File: src/rtl/coletor_digitos_pkg.sv
// rtl/coletor_digitos_pkg.sv - shared types and constants for the keypad digit collector
package coletor_digitos_pkg;

  localparam int N_DIGITOS = 20;

  // Index [0] holds the most recently typed digit
  typedef logic [N_DIGITOS-1:0][3:0] senhaPac_t;

  // Live echo digits, BCD0 is the most recent
  typedef struct packed {
    logic [3:0] BCD5;
    logic [3:0] BCD4;
    logic [3:0] BCD3;
    logic [3:0] BCD2;
    logic [3:0] BCD1;
    logic [3:0] BCD0;
  } bcdPac_t;

  localparam logic [3:0] KEY_ESTRELA   = 4'hA;
  localparam logic [3:0] KEY_CERQUILHA = 4'hB;
  localparam logic [3:0] DIG_VAZIO     = 4'hF;

  localparam senhaPac_t SENHA_VAZIA = {N_DIGITOS{DIG_VAZIO}};
  localparam senhaPac_t SENHA_ESC   = {N_DIGITOS{4'hB}};
  localparam bcdPac_t   BCD_VAZIO   = {6{DIG_VAZIO}};

  typedef enum logic [1:0] {
    VAZIO  = 2'd0,
    COLETA = 2'd1,
    EMITE  = 2'd2
  } coletor_estado_t;

  // Keys 0x0-0x9 are digits; everything else is a command or ignored
  function automatic logic eh_digito(input logic [3:0] codigo);
    return (codigo <= 4'h9);
  endfunction

endpackage

File: src/rtl/coletor_digitos_if.sv
// rtl/coletor_digitos_if.sv - key strobe input and packet/echo output bundle
interface coletor_digitos_if;
  import coletor_digitos_pkg::*;

  logic [3:0] key_code;
  logic       key_valid;
  senhaPac_t  digitos_value;
  logic       digitos_valid;
  logic       display_en;
  bcdPac_t    bcd_pac;

  // Keypad decoder side: drives keys, observes packets
  modport master (
    output key_code,
    output key_valid,
    input  digitos_value,
    input  digitos_valid,
    input  display_en,
    input  bcd_pac
  );

  // Collector side
  modport slave (
    input  key_code,
    input  key_valid,
    output digitos_value,
    output digitos_valid,
    output display_en,
    output bcd_pac
  );

endinterface

File: src/rtl/coletor_digitos_contador_timeout.sv
// rtl/coletor_digitos_contador_timeout.sv - idle counter that flags an abandoned entry
module contador_timeout #(
  parameter int TIMEOUT_CYCLES = 5_000_000
) (
  input  logic clk,
  input  logic rst,
  input  logic run,
  input  logic clear,
  output logic expired
);

  localparam int W = (TIMEOUT_CYCLES > 1) ? $clog2(TIMEOUT_CYCLES) : 1;
  localparam logic [W-1:0] LIMITE = W'(TIMEOUT_CYCLES - 1);

  logic [W-1:0] cont_q;

  // Expiry is seen in the same cycle the last idle count is reached, so the
  // collector can drop the buffer on that edge; an accepted key drops run
  assign expired = run && !clear && (cont_q == LIMITE);

  // Count idle cycles, restart on clear or after expiring
  always_ff @(posedge clk) begin
    if (!rst) begin
      cont_q <= '0;
    end else if (clear || expired) begin
      cont_q <= '0;
    end else if (run) begin
      cont_q <= cont_q + W'(1);
    end
  end

endmodule

File: src/rtl/coletor_digitos.sv
// rtl/coletor_digitos.sv - collects keypad digits into a password packet with live echo
module coletor_digitos
  import coletor_digitos_pkg::*;
#(
  parameter int TIMEOUT_CYCLES = 5_000_000,
  parameter bit ECHO_EN        = 1'b1
) (
  input  logic clk,
  input  logic rst,
  input  logic enable,
  coletor_digitos_if.slave bus
);

  coletor_estado_t estado_q, estado_d;
  senhaPac_t       buffer_q, buffer_d;
  senhaPac_t       valor_q, valor_d;
  logic            valid_q, valid_d;
  bcdPac_t         bcd_q, bcd_d;

  logic      tecla, digito, cerquilha, estrela, aceita;
  logic      em_coleta, run, clear, expirou;
  senhaPac_t deslocado;

  // Key classification; nothing counts while collection is disabled
  assign tecla     = bus.key_valid && enable;
  assign digito    = tecla && eh_digito(bus.key_code);
  assign cerquilha = tecla && (bus.key_code == KEY_CERQUILHA);
  assign estrela   = tecla && (bus.key_code == KEY_ESTRELA);
  assign aceita    = digito || cerquilha || estrela;
  assign em_coleta = (estado_q == COLETA);

  // Codes 0xC-0xF are not accepted, so they let the idle counter keep running
  assign run   = em_coleta && enable && !aceita;
  assign clear = !em_coleta || !enable || aceita;

  // Newest digit enters at [0]; the oldest at [19] falls off on overflow
  assign deslocado = {buffer_q[N_DIGITOS-2:0], bus.key_code};

  contador_timeout #(
    .TIMEOUT_CYCLES(TIMEOUT_CYCLES)
  ) u_timeout (
    .clk    (clk),
    .rst    (rst),
    .run    (run),
    .clear  (clear),
    .expired(expirou)
  );

  // Next state of the collector; EMITE behaves like VAZIO for an incoming key
  always_comb begin
    estado_d = estado_q;
    buffer_d = buffer_q;
    valor_d  = valor_q;
    valid_d  = 1'b0;
    if (!enable) begin
      estado_d = VAZIO;
      buffer_d = SENHA_VAZIA;
    end else begin
      case (estado_q)
        COLETA: begin
          if (digito) begin
            buffer_d = deslocado;
          end else if (cerquilha) begin
            valor_d  = buffer_q;
            valid_d  = 1'b1;
            buffer_d = SENHA_VAZIA;
            estado_d = EMITE;
          end else if (estrela) begin
            buffer_d = SENHA_VAZIA;
            estado_d = VAZIO;
          end else if (expirou) begin
            buffer_d = SENHA_VAZIA;
            estado_d = VAZIO;
          end
        end
        default: begin
          estado_d = VAZIO;
          buffer_d = SENHA_VAZIA;
          if (digito) begin
            buffer_d = {SENHA_VAZIA[N_DIGITOS-2:0], bus.key_code};
            estado_d = COLETA;
          end else if (cerquilha) begin
            valor_d  = SENHA_VAZIA;
            valid_d  = 1'b1;
            estado_d = EMITE;
          end else if (estrela) begin
            valor_d  = SENHA_ESC;
            valid_d  = 1'b1;
            estado_d = EMITE;
          end
        end
      endcase
    end
  end

  // Echo digits follow the buffer; the buffer is all 0xF whenever not collecting
  always_comb begin
    bcd_d = BCD_VAZIO;
    if (ECHO_EN) begin
      bcd_d.BCD0 = buffer_d[0];
      bcd_d.BCD1 = buffer_d[1];
      bcd_d.BCD2 = buffer_d[2];
      bcd_d.BCD3 = buffer_d[3];
      bcd_d.BCD4 = buffer_d[4];
      bcd_d.BCD5 = buffer_d[5];
    end
  end

  // Collector state, buffer and registered outputs
  always_ff @(posedge clk) begin
    if (!rst) begin
      estado_q <= VAZIO;
      buffer_q <= SENHA_VAZIA;
      valor_q  <= SENHA_VAZIA;
      valid_q  <= 1'b0;
      bcd_q    <= BCD_VAZIO;
    end else begin
      estado_q <= estado_d;
      buffer_q <= buffer_d;
      valor_q  <= valor_d;
      valid_q  <= valid_d;
      bcd_q    <= bcd_d;
    end
  end

  assign bus.digitos_value = valor_q;
  assign bus.digitos_valid = valid_q;
  assign bus.display_en    = ECHO_EN && enable && em_coleta;
  assign bus.bcd_pac       = bcd_q;

endmodule
File: src/flat_wrapper.sv
// flat-port wrapper written by rule: the top's interface ports become plain ports
module coletor_digitos_flat import coletor_digitos_pkg::*;
#(
  parameter int TIMEOUT_CYCLES = 5_000_000,
  parameter bit ECHO_EN        = 1'b1
)
  (clk, rst, enable, bus_key_code, bus_key_valid, bus_digitos_value, bus_digitos_valid, bus_display_en, bus_bcd_pac);
  coletor_digitos_if bus_i ();
  input  logic clk;
  input  logic rst;
  input  logic enable;
  input wire logic [$bits(bus_i.key_code)-1:0] bus_key_code;
  input wire logic [$bits(bus_i.key_valid)-1:0] bus_key_valid;
  output wire logic [$bits(bus_i.digitos_value)-1:0] bus_digitos_value;
  output wire logic [$bits(bus_i.digitos_valid)-1:0] bus_digitos_valid;
  output wire logic [$bits(bus_i.display_en)-1:0] bus_display_en;
  output wire logic [$bits(bus_i.bcd_pac)-1:0] bus_bcd_pac;
  assign bus_i.key_code = bus_key_code;
  assign bus_i.key_valid = bus_key_valid;
  assign bus_digitos_value = bus_i.digitos_value;
  assign bus_digitos_valid = bus_i.digitos_valid;
  assign bus_display_en = bus_i.display_en;
  assign bus_bcd_pac = bus_i.bcd_pac;
  coletor_digitos #(.TIMEOUT_CYCLES(TIMEOUT_CYCLES), .ECHO_EN(ECHO_EN)) u_core (.clk(clk), .rst(rst), .enable(enable), .bus(bus_i));
endmodule
File: config.mk
export PLATFORM = sky130hd
export DESIGN_NAME = coletor_digitos_flat
export DESIGN_NICKNAME = d
export VERILOG_FILES = /design/src/rtl/coletor_digitos_pkg.sv /design/src/rtl/coletor_digitos_if.sv /design/src/rtl/coletor_digitos_contador_timeout.sv /design/src/rtl/coletor_digitos.sv /design/src/flat_wrapper.sv
export SDC_FILE = /design/constraint.sdc
export NUM_CORES = 1
export LEC_CHECK = 0
export ABC_AREA = 1
export BUFFER_PORTS_ARGS = -buffer_cell sky130_fd_sc_hd__buf_2
export CAP_MARGIN = 40
export CELL_PAD_IN_SITES_DETAIL_PLACEMENT = 1
export CELL_PAD_IN_SITES_GLOBAL_PLACEMENT = 1
export CORE_UTILIZATION = 25
export DETAILED_ROUTE_END_ITERATION = 8
export PLACE_DENSITY_LB_ADDON = 0.3
export SYNTH_ARGS = -nofsm -noshare
export SYNTH_HDL_FRONTEND = slang
export SYNTH_SLANG_ARGS = --single-unit
File: constraint.sdc
create_clock -name clk -period 2 [get_ports clk]
set_input_delay 0.6 -clock clk [delete_from_list [all_inputs] [get_ports clk]]
set_output_delay 0.6 -clock clk [all_outputs]
set_load 0.02 [all_outputs]
==> impl.org, run 1 <==
** Synth
- The number of nets in the synthesized netlist is between 1,000 and 1,500.
- During synthesis, Yosys emitted a total of 0 warnings.
- Mean instance size in the synthesized netlist :: 7.23 um^2
- Of the synthesized area, sequential elements account for 46.7%.
- The synthesized design contains 186 register bits.
- Synthesis produced 1,102 cells.
- Yosys cell types :: 31
- The synthesized netlist occupies a cell area of 0.00797 mm^2.

** Placement
- Input and output buffers added on the ports amount to 113.
- Once placement finished, the instance area stood at 0.00913 mm^2.
- Routability-driven placement finished with a final weighted congestion of 0.741.
- Summed over all nets, the half-perimeter wirelength after detailed placement is 16,600 um.

** Detailed routing
- The routed design has ~26,000 um of wire.
- In the routed design, unresolved DRC markers number 0.
- Via density :: ~4.8
- Total iterations of the first detailed-routing run :: 6
- The count of nets left with antenna violations once routing finished came out at 0.
- Post-DR wirelength/cell :: 16.1 um
- Detailed router's first-iteration violation count :: 428
- Overall via count from detail_route :: ~7,700

** Cells and area
- Layout Nets :: 1,187
- The multi-input combinational cells in the finished layout cover a total of 0.00358 mm^2.
- Post-route standard cell area excluding fillers :: 0.00979 mm^2
- Antenna cells :: 0
- Measured on the finished design, the core utilization comes to 31.1%.
- In the final layout, the share of cells above drive strength 1 is 18.7%.
- Filler cells :: 3,825
- Seq. cell area :: 0.00372 mm^2
- Synthesis-to-finish area growth :: 22.8%

** Global routing
- Met3 routing resource usage after global routing :: 2.83%
- Overall overflow remaining after global route :: 0
- The initial antenna violation count came to 0.
- Entering global routing, the biggest net connects 64 pins.
- Number of global-route vias before repair :: 7,747
- Global routing used 16.1% of the available tracks across all layers.
- For met1 alone, demand over resource in global routing was a little over a fifth.
- Met2 global-route usage :: between 20% and 30%
- The global routing stage identified its most utilized layer as met2.
- The first global-routing pass estimated about 43,000 um of wire.

** Timing
- Achievable Freq :: 537 MHz
- Clock Skews :: 0.0130 ns
- The number of slew-limit violations in the final report was 0.
- Dividing the final minimum period by the clock period gives 93.1%.
- For the finished layout, the period the worst path requires is 1.86 ns.
- The worst pin sits at a relative slew slack of between 50% and 60%.
- Number of hold violations in the final report :: 0
- Pin slew with the least headroom to its limit :: 0.660 ns
- Setup-failing EPs final :: 0
- Setup tns final :: 0 ns

** Power
- The analysis attributes to cell leakage a power of about 4.1 nW.
- Power share of the sequential group :: 48.3%
- In this run the power spent charging and discharging nets is 2.03 mW.
- Power spread over the standard cell area amounts to 798 mW/mm^2.
- Combinational cells account for under 10% of the total power.
- IR analysis of the VDD net gives a maximum drop of 0.478 mV.
- The internal power of the cells totals 5.78 mW.
- Share of total power consumed by net switching :: 26.0%
- Clock network fraction of design power :: 45.8%

** Clock network
- At the later pin of the worst-skew pair, clock insertion delay measures 0.45 ns.
- The tree is rooted in a sky130_fd_sc_hd__clkbuf_16.
- Clock-pin slew was measured on the worst setup and hold paths at 0.07 ns.
- CTS saw 186 sinks.
- The clock passes through at most 2 buffers.
- In this run the number of H-tree levels came out at 4.
- Number of buffers created by CTS :: 17
- Clock tree from TritonCTS :: yes
- Setup fix buffers added after clock tree synthesis :: 0

** Critical path
- Endpoint class of the critical path :: output pin
- Largest incremental delay on the critical path :: 0.31 ns
- Buffers plus inverters on the worst setup path :: 3
- R2R Path Start :: u_core.u_timeout.cont_q[0]
- The most critical setup path has its startpoint at u_core.estado_q[1].
- The worst register-to-register path has a depth of 10.
- CP Max Fanout :: 4
- Start-to-end type of the worst setup path :: reg2out
- STA puts the critical path data arrival time at roughly 1.3 ns.
- The slowest stage of the critical path belongs to the cell sky130_fd_sc_hd__dfxtp_1.
- STA classifies the critical path startpoint as a flop.
- In this run the number of cells on the critical path is 5.
- Cell breakdown of the critical path :: inv_1 -> nand2_4 -> nor2_4 -> buf_4 -> buf_2
- Required time reported for the critical path endpoint :: 1.40 ns
- Grouping stages by cell kind, the critical path spends the most delay in buffers and inverters.

** Floorplan
- CORE AREA :: 0.0315 mm^2
- In this run the core area contains 65 standard-cell rows.
- The die covers 0.0326 mm^2.
- The die is 181 um tall.
- Pin placement for this block handled 114 I/O pins.
- The initial utilization of the core area, before any placement, comes to 25.3%.
- The die is between 150 and 200 um wide.

** Min path
- Type of the tightest min-delay check :: in2reg
- Hold Crit Start :: rst
- Along the worst hold path, the cell count comes to 2.

** Outcome
- The run finished with clean final reports.

** Job
- # Max-Cap Violations :: 0
[power by group through the flow]
stage	sequential, mW	clock, mW	combinational [mW]
global placement	3.86	0	0.457
detailed placement	3.86	0	0.459
finish	3.78	3.58	0.457
floorplan	3.89	0	0.248
CTS	3.78	3.67	0.461
global route	3.78	3.83	0.504
[metrics by stage]
stage | hold slack [ns] | std cells | total power, mW | worst slack, ns
after global routing | 0.431 | 1593 | 8.12 | -0.00216
final | 0.435 | 1593 | 7.81 | 0.138
after floorplan | 0.418 | 1102 | 4.14 | 0.245
after global placement | 0.436 | 1560 | 4.32 | -0.0388
after detailed placement | 0.439 | 1560 | 4.32 | -0.0991
after CTS | 0.414 | 1592 | 7.91 | 0.0496
[state kept, by name (all words and copies together), names as in the netlist]
| name | flops |
|---|---|
| u_core.bus.bcd_pac | 24 |
| u_core.bus.digitos_value | 80 |
| u_core.bus.digitos_valid | 1 |
| u_core.buffer_q | 56 |
| u_core.estado_q | 2 |
| u_core.u_timeout.cont_q | 23 |
[timing repair]
action | 4_1_cts | 5_1_grt
resized for setup | 2 | 6
setup endpoints to repair | 45 | 88
cloned | 0 | 1
hold buffers | 0 | 0
pin swaps | 0 | 1
[path summary, 6_finish.rpt]
path                                                      to  slack, ns
worst min-delay path            u_core.bus.digitos_value[30]       0.43
worst min register to register  u_core.bus.digitos_value[18]       0.45
worst max-delay path                          bus_display_en       0.14
worst max register to register           u_core.buffer_q[35]       0.16
[cell families after synthesis]
| kind of cell | after synthesis | synth area share [%] |
|---|---|---|
| fa+ha+maj | 1 | 0.157 |
| simple gates | 652 | 36.7 |
| flops | 186 | 46.7 |
| compound gates | 92 | 6.40 |
| buf+inv | 164 | 9.24 |
| xor+xnor | 7 | 0.769 |
[layout make-up]
class | instances | area share (%)
Clock buffer | 17 | 4.35
Clock inverter | 15 | 1.87
Inverter | 55 | 2.11
Multi-Input combinational cell | 752 | 36.6
Sequential cell | 186 | 38.0
Tap cell | 402 | 5.14
Timing Repair Buffer | 166 | 11.9
[cells in the final DEF (no fill, tap or decap), types with 5 or more instances in the layout]
cell type                   instances
sky130_fd_sc_hd__nand4_1           89
sky130_fd_sc_hd__buf_12            14
sky130_fd_sc_hd__nand3_1          138
sky130_fd_sc_hd__buf_2            112
sky130_fd_sc_hd__dfxtp_1          186
sky130_fd_sc_hd__o21ai_0           44
sky130_fd_sc_hd__nand2_1          301
sky130_fd_sc_hd__o22ai_1           36
sky130_fd_sc_hd__inv_1             52
sky130_fd_sc_hd__nor2_1           101
sky130_fd_sc_hd__xor2_1             5
sky130_fd_sc_hd__nor2_4             6
sky130_fd_sc_hd__a21oi_1            7
sky130_fd_sc_hd__clkbuf_16         18
sky130_fd_sc_hd__buf_4             38
[synthesized netlist by cell type (all sizes together)]
cell	count	area (um^2)
nor2	109	442
nand3b	1	7.51
buf	62	354
nand2	304	1150
nor3	3	20.0
xor2	5	43.8
or2	4	25.0
a21oi	9	48.8
inv	55	206
clkbuf	47	176
xnor2	2	17.5
dfxtp	186	3720
nand3	141	723
ha	1	12.5
and2	1	6.26
o22ai	36	225
o21ai	46	230
a31oi	1	6.26
nand4	89	557
[layer usage]
layer | routed length [um] | vias to the layer above
li1 | - | 3797
met1 | 12800 | 3738
met2 | 11900 | 100
met3 | 672 | 16
met4 | 244 | 0
met5 | 0 | -
Note: power is estimated with default switching activity, not from simulation.
==> run 2, diff against run 1 <==
--- a/config.mk
+++ b/config.mk
@@ -10,6 +10,7 @@
 export CAP_MARGIN = 40
 export CELL_PAD_IN_SITES_DETAIL_PLACEMENT = 1
 export CELL_PAD_IN_SITES_GLOBAL_PLACEMENT = 1
+export CORE_MARGIN = 2
 export CORE_UTILIZATION = 25
 export DETAILED_ROUTE_END_ITERATION = 8
 export PLACE_DENSITY_LB_ADDON = 0.3
==> constraint.sdc (replaced) <==
create_clock -name clk -period 1.85 [get_ports clk]
set_input_delay 0.555 -clock clk [delete_from_list [all_inputs] [get_ports clk]]
set_output_delay 0.555 -clock clk [all_outputs]
set_load 0.02 [all_outputs]
==> run 2 against run 1 <==
  * Cell area rose by 2.6%
  * Worst setup slack got worse by 0.075 ns
  * Non-clock buffer count is 20 higher
  * Clock power grew 3%
  * Register-to-register slack lost 0.07 ns
  * Total power increased by 6.1%
  * Sequential cell count is the same
  * Clock skew is 0.011 ns higher
  * Global-route usage is 0.37 points lower
  * Cell count increased by 1.3%
  * Critical path type unchanged
  * Critical endpoint unchanged
  * Largest power group unchanged
==> impl.org, run 2 (same netlist as run 1, synthesis figures left out) <==
** Outcome
- The run finished with clean final reports.

** Timing
- Worst max-slew margin expressed relative to the limit :: roughly 64%
- Final critical-path setup slack :: 0.0632 ns
- For this run, the top clock speed supported by timing is 560 MHz.
- For the final database, setup skew stands at 0.0240 ns.
- Pin slew with the least headroom to its limit :: roughly 0.55 ns
- Crit share post-route :: between 90% and 100%
- Number of pins with negative max-slew slack in the final report :: 0
- Setup repair after global routing missed its margin :: false
- Setup violations remaining at the end of the flow were counted as 0.
- The hold violation count in the final report is 0.
- Shortest clock period the worst path allows after layout :: 1.79 ns

** Power
- IR analysis of the VDD net gives a maximum drop of 0.455 mV.
- The internal power of the cells totals approximately 6.0 mW.
- Of the total power, registers draw 49.2%.
- Combinational cells account for 6.4% of the total power.
- Summed over all nets, the switching power comes to between 2 and 2.5 mW.
- Net switching is 27.2% of the power.
- In this run the power density over the cells is between 800 and 900 mW/mm^2.
- Clock network fraction of design power :: approximately 44%
- Leakage power :: 4.25 nW

** Detailed routing
- Detailed router's first-iteration violation count :: 407
- Total iterations of the first detailed-routing run :: 4
- Post-DR wirelength/cell :: ~17 um
- Routed WL :: 27,200 um
- The detail route stage leaves a number of antenna-violating nets equal to 0.
- Dividing the detail-routed via count by the number of cells gives 4.81.
- Post-detailed-route DRC marker count :: 0
- For this block, the via count after detailed routing is 7,762.

** Floorplan
- The total area inside the core boundary comes to between 0.03 and 0.04 mm^2.
- Overall die area :: ~0.033 mm^2
- Die span in y :: 183 um
- The initialized floorplan defines 65 standard-cell rows.
- The initial utilization of the core area, before any placement, comes to 25.3%.
- The floorplan step set the die width to roughly 180 um.
- between 100 and 150 I/O pins were placed.

** Placement
- At the end of routability-driven placement, the weighted congestion stood at 0.793.
- Timing analysis after detailed placement gives a worst setup slack of -0.204 ns.
- Placed cell area :: 0.00922 mm^2
- Detailed-placement wirelength estimate :: 16,700 um
- # placed instances :: between 1,500 and 2,000
- Count of port buffers added during placement :: between 100 and 150

** Critical path
- In this run the critical register-to-register path is captured at u_core.buffer_q[37].
- Setup slack on the worst flop-to-flop path :: about 0.090 ns
- Worst-path cell with the longest stage delay :: sky130_fd_sc_hd__dfxtp_2
- Among the stages of the critical path, the cell type that occurs most often is sky130_fd_sc_hd__buf_6.
- Cell breakdown of the critical path :: inv_2 -> nand2_4 -> nor2_4 -> buf_6 -> buf_6
- For the worst setup path, the data required time is 1.29 ns.
- STA classifies the critical path endpoint as an output pin.
- CP Max Fanout :: 3
- Largest incremental delay on the critical path :: 0.32 ns
- For the worst flop-to-flop path, the logic depth is 10.
- The critical path contains buffers and inverters numbering 3 combined.
- The most critical setup path has its startpoint at u_core.estado_q[1].
- Start-to-end type of the worst setup path :: reg2out
- R2R Path Start :: u_core.u_timeout.cont_q[13]
- STA classifies the critical path startpoint as a flop.
- Critical Path AT :: 1.23 ns
- Crit path max-delay family :: flip-flops

** Clock network
- CTS placed an instance of sky130_fd_sc_hd__clkbuf_16 at the clock tree root.
- Max Root-Sink Buffers :: 2
- For the worst-skew pair, the clock arrives at the later sink with an insertion delay of 0.45 ns.
- TritonCTS built the clock tree.
- Depth of the CTS H-tree :: 4
- The tree built by TritonCTS fans out to 186 sinks.
- Counting the buffers created by CTS gives 17.
- Clock-pin slew of the registers on the worst-case setup and hold paths :: 0.08 ns

** Global routing
- In the global route stage, overall resource usage came out at 15.7%.
- First-pass GRT wire length :: 42,000 um
- After global routing the overflow that remains totals 0.
- The initial antenna violation count is 0.
- Largest net degree at the start of global routing :: 82
- Number of global-route vias before repair :: 7,793

** Cells and area
- Leaving out fill and tap cells, the most frequent cell in the layout is sky130_fd_sc_hd__nand2_1.
- 0 antenna diodes ended up in the layout.
- Excluding fillers, the count of instances in the completed layout stands at 1,614.
- In the final design database the tool counted about 1,200 nets.
- The register with the most flip-flops in the layout has 80 of them.
- Cells with a size suffix above 1 make up 20.7% of the layout.
- Post-route standard cell area excluding fillers :: 0.0100 mm^2
- The library cells used most frequently in the layout, excluding fill and tap cells, are sky130_fd_sc_hd__nand2_1 (301), sky130_fd_sc_hd__dfxtp_1 (182), sky130_fd_sc_hd__nand3_1 (138), sky130_fd_sc_hd__buf_2 (111), sky130_fd_sc_hd__nor2_1 (99).
- Synthesis-to-finish area growth :: 25.9%

** Min path
- Min-Delay Path Depth :: 4
- The min-delay analysis places its worst path in the category in2reg.
- Hold Crit Start :: bus_key_code[0]
- Hold Crit Endpoint :: u_core.bus.bcd_pac[0]

** Job
- # Max-Cap Violations :: 0
==> run 2: changes by cell type in the layout (fill, tap and decap cells not counted), sizes merged <==
cell and change:
buf +16, inv +6, clkbuf +5, clkinv -4, bufinv -2, clkinvlp -1, nand3 +1
==> run 2: metrics by stage <==
| stage | utilization (%) | total power [mW] | setup TNS, ns | hold slack (ns) |
|---|---|---|---|---|
| after floorplan | - | 4.47 | 0 | 0.418 |
| after global placement | 29.3 | 4.68 | -20.47 | 0.435 |
| after detailed placement | 29.3 | 4.69 | -25.88 | 0.444 |
| after CTS | 31.1 | 8.40 | 0 | 0.429 |
| after global routing | 31.9 | 8.63 | 0 | 0.449 |
| final | 31.9 | 8.29 | 0 | 0.443 |
==> run 2: final cells by class <==
cell class | instances | area, um^2
Clock buffer | 18 | 429
Clock inverter | 14 | 144
Fill cell | 3810 | 21400
Inverter | 55 | 206
Multi-Input combinational cell | 753 | 3610
Sequential cell | 186 | 3730
Tap cell | 402 | 503
Timing Repair Buffer | 186 | 1420
==> run 2: per-layer routing <==
metal	up-vias	share of wire [%]	GRT usage [%]
li1	3841	-	-
met1	3759	48	20.4
met2	143	48	26.8
met3	19	3.8	3.09
met4	0	1.1	4.00
met5	-	0	0
==> run 2: power by group through the flow <==
stage / Sequential (mW) / Combinational [mW] / Clock (mW)
6_report: 4.08 / 0.529 / 3.68
5_1_grt: 4.09 / 0.580 / 3.96
4_1_cts: 4.08 / 0.514 / 3.80
3_5_place_dp: 4.18 / 0.512 / 0
3_3_place_gp: 4.17 / 0.507 / 0
2_1_floorplan: 4.21 / 0.268 / 0
==> run 2: how the worst max path moves through the flow <==
| stage | cells past startpoint | slack [ns] | to |
|---|---|---|---|
| final | 5 | 0.06 | bus_display_en |
| after global routing | 5 | 0.006 | bus_display_en |
| after CTS | 5 | 0.002 | bus_display_en |
| after detailed placement | 11 | -0.20 | u_core.bus.digitos_value[41] |
| after global placement | 11 | -0.17 | u_core.bus.digitos_value[69] |
| after floorplan | 9 | 0.14 | u_core.u_timeout.cont_q[10] |
==> run 2: worst reg2reg max path, cell delays in order (launching register included) <==
cell                        delay, ns
sky130_fd_sc_hd__dfxtp_1         0.34
sky130_fd_sc_hd__inv_1           0.09
sky130_fd_sc_hd__nand2_1         0.07
sky130_fd_sc_hd__nor2_2          0.15
sky130_fd_sc_hd__nand2_1         0.07
sky130_fd_sc_hd__nor2_1          0.17
sky130_fd_sc_hd__nand3_4         0.18
sky130_fd_sc_hd__nand3_4         0.28
sky130_fd_sc_hd__clkbuf_16       0.23
sky130_fd_sc_hd__nand2_1         0.06
sky130_fd_sc_hd__nand3_1         0.06
==> run 2: timing repair <==
action / 4_1_cts / 5_1_grt
buffers inserted: 0 / 1
hold buffers: 0 / 0
endpoints found under the setup margin: 0 / 97
resized for setup: 0 / 21
